$ cat src/rtl/selector_frecuencia_if.sv
// Index -> code lookup link between the frequency selector and the frequency code memory.
// Latency: the memory registers its output, so frecuencia is valid one edge after num_frecuencia changes.
// Backpressure: none; the requester simply waits the fixed memory latency.
// Ports: num_frecuencia (index, requester -> memory), frecuencia (8-bit code, memory -> requester).
interface selector_frecuencia_if;
    logic [2:0] num_frecuencia;
    logic [7:0] frecuencia;

    // Requesting end: drives the index, consumes the returned code.
    modport master (
        output num_frecuencia,
        input  frecuencia
    );

    // Memory end: consumes the index, returns the registered code.
    modport slave (
        input  num_frecuencia,
        output frecuencia
    );
endinterface

$ cat src/rtl/selector_frecuencia.sv
// DPWM frequency selector: buttons step a saturating 3-bit index, the code is read from memory
// and handed to the period counter only on a PWM period boundary (glitch-free period change).
// Latency: 3 edges minimum from button edge to apply; button edges are dropped while busy.
// Ports: CLK, RST (sync, active-high), btn_up/btn_down (levels), period_end (pulse),
//        mem (index out / code in), codigo_activo, ocupado, aplicado (all registered).
module selector_frecuencia #(
    parameter logic [7:0] CODIGO_RESET = 8'd30
) (
    input  logic                        CLK,
    input  logic                        RST,
    input  logic                        btn_up,
    input  logic                        btn_down,
    input  logic                        period_end,
    selector_frecuencia_if.master       mem,
    output logic [7:0]                  codigo_activo,
    output logic                        ocupado,
    output logic                        aplicado
);

    typedef enum logic [1:0] {
        IDLE       = 2'd0,
        ESPERA_MEM = 2'd1,
        LECTURA    = 2'd2,
        PENDIENTE  = 2'd3
    } state_t;

    state_t     state;
    state_t     state_next;

    logic       btn_up_q;
    logic       btn_down_q;
    logic       ev_up;
    logic       ev_down;
    logic       acepta_up;
    logic       acepta_down;

    logic [2:0] num_q;
    logic [2:0] num_next;
    logic [7:0] codigo_nuevo;
    logic [7:0] codigo_nuevo_next;
    logic [7:0] codigo_activo_next;
    logic       aplicado_next;

    // Rising-edge detection on the already-synchronized button levels.
    assign ev_up   = btn_up & ~btn_up_q;
    assign ev_down = btn_down & ~btn_down_q;

    // Simultaneous edges cancel; steps saturate at the index limits.
    assign acepta_up   = ev_up & ~ev_down & (num_q != 3'd7);
    assign acepta_down = ev_down & ~ev_up & (num_q != 3'd0);

    assign mem.num_frecuencia = num_q;

    // Previous button levels are tracked in every state so that a level held through
    // the busy window cannot fire later. Reset loads 1 so a held button is not an edge.
    always_ff @(posedge CLK) begin
        if (RST) begin
            btn_up_q   <= 1'b1;
            btn_down_q <= 1'b1;
        end else begin
            btn_up_q   <= btn_up;
            btn_down_q <= btn_down;
        end
    end

    // FSM state register.
    always_ff @(posedge CLK) begin
        if (RST) begin
            state <= IDLE;
        end else begin
            state <= state_next;
        end
    end

    // FSM next-state logic.
    always_comb begin
        state_next = state;
        case (state)
            IDLE: begin
                if (acepta_up || acepta_down) begin
                    state_next = ESPERA_MEM;
                end
            end
            // Memory registers the code for the new index during this cycle.
            ESPERA_MEM: state_next = LECTURA;
            LECTURA:    state_next = PENDIENTE;
            PENDIENTE: begin
                if (period_end) begin
                    state_next = IDLE;
                end
            end
        endcase
    end

    // FSM output logic: next values of the registered datapath.
    always_comb begin
        num_next           = num_q;
        codigo_nuevo_next  = codigo_nuevo;
        codigo_activo_next = codigo_activo;
        aplicado_next      = 1'b0;
        case (state)
            IDLE: begin
                if (acepta_up) begin
                    num_next = num_q + 3'd1;
                end else if (acepta_down) begin
                    num_next = num_q - 3'd1;
                end
            end
            ESPERA_MEM: ;
            LECTURA: begin
                codigo_nuevo_next = mem.frecuencia;
            end
            PENDIENTE: begin
                // Swap only on the last cycle of a PWM period.
                if (period_end) begin
                    codigo_activo_next = codigo_nuevo;
                    aplicado_next      = 1'b1;
                end
            end
        endcase
    end

    // Registered outputs; ocupado is registered from the next state so it matches state != IDLE.
    always_ff @(posedge CLK) begin
        if (RST) begin
            num_q         <= 3'd0;
            codigo_nuevo  <= 8'd0;
            codigo_activo <= CODIGO_RESET;
            aplicado      <= 1'b0;
            ocupado       <= 1'b0;
        end else begin
            num_q         <= num_next;
            codigo_nuevo  <= codigo_nuevo_next;
            codigo_activo <= codigo_activo_next;
            aplicado      <= aplicado_next;
            ocupado       <= (state_next != IDLE);
        end
    end

endmodule

$ cat src/flat_wrapper.sv
// flat-port wrapper written by rule: the top's interface ports become plain ports
module selector_frecuencia_flat 
#(
    parameter logic [7:0] CODIGO_RESET = 8'd30
)
  (CLK, RST, btn_up, btn_down, period_end, codigo_activo, ocupado, aplicado, mem_num_frecuencia, mem_frecuencia);
  selector_frecuencia_if mem_i ();
  input  logic CLK;
  input  logic RST;
  input  logic btn_up;
  input  logic btn_down;
  input  logic period_end;
  output logic [7:0] codigo_activo;
  output logic ocupado;
  output logic aplicado;
  output wire logic [$bits(mem_i.num_frecuencia)-1:0] mem_num_frecuencia;
  input wire logic [$bits(mem_i.frecuencia)-1:0] mem_frecuencia;
  assign mem_num_frecuencia = mem_i.num_frecuencia;
  assign mem_i.frecuencia = mem_frecuencia;
  selector_frecuencia #(.CODIGO_RESET(CODIGO_RESET)) u_core (.CLK(CLK), .RST(RST), .btn_up(btn_up), .btn_down(btn_down), .period_end(period_end), .mem(mem_i), .codigo_activo(codigo_activo), .ocupado(ocupado), .aplicado(aplicado));
endmodule
$ cat config.mk
export PLATFORM = sky130hd
export DESIGN_NAME = selector_frecuencia_flat
export DESIGN_NICKNAME = d
export VERILOG_FILES = /design/src/rtl/selector_frecuencia_if.sv /design/src/rtl/selector_frecuencia.sv /design/src/flat_wrapper.sv
export SDC_FILE = /design/constraint.sdc
export NUM_CORES = 1
export LEC_CHECK = 0
export ABC_AREA = 1
export CORE_MARGIN = 2
export CORE_UTILIZATION = 41
export DETAILED_ROUTE_END_ITERATION = 7
export HOLD_SLACK_MARGIN = 0.03
export PLACE_DENSITY = 0.77
export SLEW_MARGIN = 20
export SYNTH_ARGS = -nofsm -noshare
export SYNTH_HDL_FRONTEND = slang
export SYNTH_SLANG_ARGS = --single-unit
$ cat constraint.sdc
create_clock -name CLK -period 1.5 [get_ports CLK]
set_clock_uncertainty 0.1 [all_clocks]
set_input_delay 0.225 -clock CLK [delete_from_list [all_inputs] [get_ports CLK]]
set_output_delay 0.225 -clock CLK [all_outputs]
set_load 0.01 [all_outputs]
==> results.rst <==
.. list-table::
   :header-rows: 1

   * - Metric
     - Value
   * - Worst r2r src
     - u_core.btn_down_q
   * - Clock-pin slew on the worst setup and hold paths
     - 0.13 ns
   * - Std-Cell Rows
     - 17
   * - Final antenna diode count
     - 0
   * - Starting density of the core
     - 0.434
   * - Die height
     - roughly 52 um
   * - Peak VDD IR
     - 487 uV
   * - Number of cells on the worst hold path
     - 4
   * - Worst Tran Pin Value
     - 0.281 ns
   * - Mapped cell area
     - 960 um2
   * - Chain of cells forming the critical path
     - clkdlybuf4s50_1, nand2_2, nand3_4, fa_2, nand4_1, nand2_1, nand3_1, nand2_1, nor2_1
   * - Family with the most delay on the worst path
     - simple AND/OR/NAND/NOR gates
   * - Most common library cell in the layout ignoring fill and taps
     - nor2_1
   * - Outcome
     - finished with violations
   * - Global-route wire length before repair
     - 2.97 mm
   * - Post-detailed-route wirelength per cell
     - 10.6 um
   * - Summed area of non-filler cells in the final layout
     - about 1400 um2
   * - Endpoint of the worst hold-timing path
     - u_core.btn_up_q
   * - Failing checks
     - negative setup slack
   * - Register-to-Register Setup Slack
     - -0.02 ns
   * - Setup total negative slack
     - -0.0495 ns
   * - Number of violations reported at the end of detailed-routing iteration 0
     - 10
   * - Syn_area_per_cell
     - 8.65 um2
   * - Net count of the finished layout
     - 162
   * - Post-synth net total
     - ~130
   * - Synthesis-stage register bit count
     - 25
   * - Die ar.
     - 2740 um2
   * - Slew Limit Fails
     - 0
   * - Leak
     - 0.000654 uW
   * - Ports
     - 26
   * - Highest cell delay on the worst timing path
     - 0.45 ns
   * - Worst-path fanout max
     - 2
   * - Number of buffers on the longest clock path
     - 2
   * - Total DRC errors in the routed layout
     - 0
   * - Reg2reg path depth
     - 9
   * - Highest achievable clock rate
     - 0.645 GHz
   * - Half-perimeter wire length after placement
     - 1.46 mm
   * - Vias in the first global route
     - 752
   * - Core Util, Final
     - 0.611
   * - GRT Resource Usage Total
     - 0.146
   * - Post-detailed-placement cell area
     - roughly 1300 um2
   * - Critical path's slowest cell
     - clkdlybuf4s50_1
   * - Type of element launching the critical path
     - input port
   * - Sequential fraction of the synthesis area
     - 0.522
   * - P&R area growth vs syn
     - 40.9%
   * - Cell occurring most often along the worst timing path
     - nand2_1
   * - Via density per instance
     - 4.69
   * - Time the worst path needs with I/O delays and setup
     - around 1.5 ns
   * - Critical Setup Path Class
     - input port to register
   * - Synth warn
     - 0
   * - TritonRoute pass-1 iters
     - 5
   * - Final clock period utilization by the worst path
     - 1.03
   * - Number of failing hold endpoints at the final stage
     - 0
   * - Layout fillers
     - 199
   * - Initial antenna violation count
     - 0
   * - Quantity of I/O buffers inserted on ports
     - 25
   * - Final ANT Viol Nets
     - 0
   * - Tightest Hold Check Type
     - input port to register
   * - Detailed-route via count
     - 820
   * - Relative slew margins
     - 0.812
   * - Distinct cell type count of the synthesized netlist
     - 20
   * - Largest net degree at the start of global routing
     - 15
   * - Data arrival time of the critical path
     - between 1.5 and 2 ns
   * - R2r endpoint
     - u_core.mem.num_frecuencia[2]
   * - CTS tree
     - done
   * - CTS Root Buffer Type
     - clkbuf_4
   * - Hold buffer count at cts
     - 0
   * - Req. time, crit path
     - 1.64 ns
   * - Clock net sink count
     - 25
   * - Standard cell core area
     - ~2200 um2
   * - Die width
     - 52.4 um
   * - Post-Syn Instances
     - ~110
   * - Final worst-path setup slack
     - -0.0495 ns
   * - Overall routed net length
     - 1.86 mm
   * - Insertion delay of the later-clocked pin in the worst-skew pair
     - approximately 0.30 ns
   * - Global placement routability congestion
     - approximately 0.7
   * - Count of maximum capacitance violations
     - 0
   * - Worst Hold Launch
     - btn_up
   * - Leading cell types in the layout, fill and taps excluded
     - nor2_1, dfxtp_1, inv_1
   * - Unrepaired setup endpoints after global routing
     - true
   * - Clock buffers created by TritonCTS
     - 3
   * - Number of setup violations in the final report
     - 1
   * - Proportion of layout cells with a drive suffix above 1
     - 0.190
   * - Type of destination of the critical path
     - register
   * - Number of H-tree levels
     - 1
   * - Critical path buffers and inverters
     - 1
   * - Pre-CTS worst setup slack
     - -0.499 ns
   * - Total congestion overflow after global routing
     - 0
   * - Power density relative to cell area
     - 888 nW/um2
[how the worst max path moves through the flow]
stage	from	to	slack, ns	cells after the start
after CTS	btn_up	u_core.mem.num_frecuencia[2]	-0.11	9
after detailed placement	btn_up	u_core.mem.num_frecuencia[2]	-0.50	9
after global routing	u_core.btn_down_q	u_core.mem.num_frecuencia[2]	-0.11	9
after floorplan	u_core.btn_down_q	u_core.mem.num_frecuencia[2]	0.01	10
after global placement	btn_up	u_core.mem.num_frecuencia[2]	-0.40	11
final	btn_down	u_core.mem.num_frecuencia[2]	-0.05	9
[registers in the layout (all words and copies together) (netlist names)]
| signal | cells |
|---|---|
| u_core.state | 2 |
| u_core.aplicado | 1 |
| u_core.codigo_activo | 8 |
| u_core.codigo_nuevo | 8 |
| u_core.btn_up_q | 1 |
| u_core.mem.num_frecuencia | 3 |
| u_core.btn_down_q | 1 |
| u_core.ocupado | 1 |
[metal layers]
layer	vias to the layer above	wire [um]	global-route usage
li1	429	-	-
met1	365	806	0.164
met2	24	917	0.256
met3	2	117	0.0400
met4	0	17	0.0641
met5	-	0	0
[synthesized netlist by cell type]
cell,number,area [um2]
inv_1,14,52.6
buf_2,1,5.00
o21ai_0,10,50.1
dfxtp_1,25,500
nand3_4,1,17.5
a21oi_4,1,16.3
a22o_1,3,26.3
a21oi_1,1,5.00
nand2_2,1,6.26
fa_1,1,20.0
inv_2,1,3.75
a21oi_2,1,8.76
nand3_2,2,20.0
nand4_1,1,6.26
nor2_4,2,22.5
nor2_1,23,86.3
nand3_1,2,10.0
o22a_1,4,35.0
nand2_1,14,52.6
o21ai_1,3,15.0
[worst register-to-register path, delay by kind of cell (launching register included)]
| family | cells | cell delay, ns |
|---|---|---|
| flops | 1 | 0.35 |
| buf+inv | 1 | 0.05 |
| simple gates | 7 | 0.61 |
| fa+ha+maj | 1 | 0.37 |
[per-stage QoR]
stage                     hold slack [ns]  std cells  total power [uW]
after detailed placement            0.349        170               937
after global placement              0.339        170               930
after global routing                0.182        175              1280
after CTS                           0.367        174              1220
final                               0.195        175              1200
after floorplan                     0.204        111               845
[area by class of cell]
cell class                 instances  area [um2]  area share
sequential                        25         512       0.378
multi-input combinational         70         410       0.303
timing repair buffer              33         312       0.230
inverter                          15        56.3      0.0416
tap                               28        35.0      0.0259
clock buffer                       3        22.5      0.0167
clock inverter                     1        5.00     0.00370
[what timing repair did]
| action | in CTS | in global routing |
|---|---|---|
| setup endpoints to repair | 12 | 6 |
| pin swaps | 0 | 4 |
| gates resized for setup | 10 | 11 |
| setup buffers | 0 | 1 |
[power by group]
part | switching [uW] | internal (uW)
clock | 180 | 99.3
sequential | 24.8 | 701
combinational | 99.3 | 98.0
[cell families (layout without fill, tap and decap cells)]
group,count (synthesis),count (layout),synth area share
buf+inv,16,52,0.0639
fa+ha+maj,1,1,0.0209
compound gates,23,23,0.163
flops,25,25,0.522
simple gates,46,46,0.231
(Power assumes the default switching activity.)
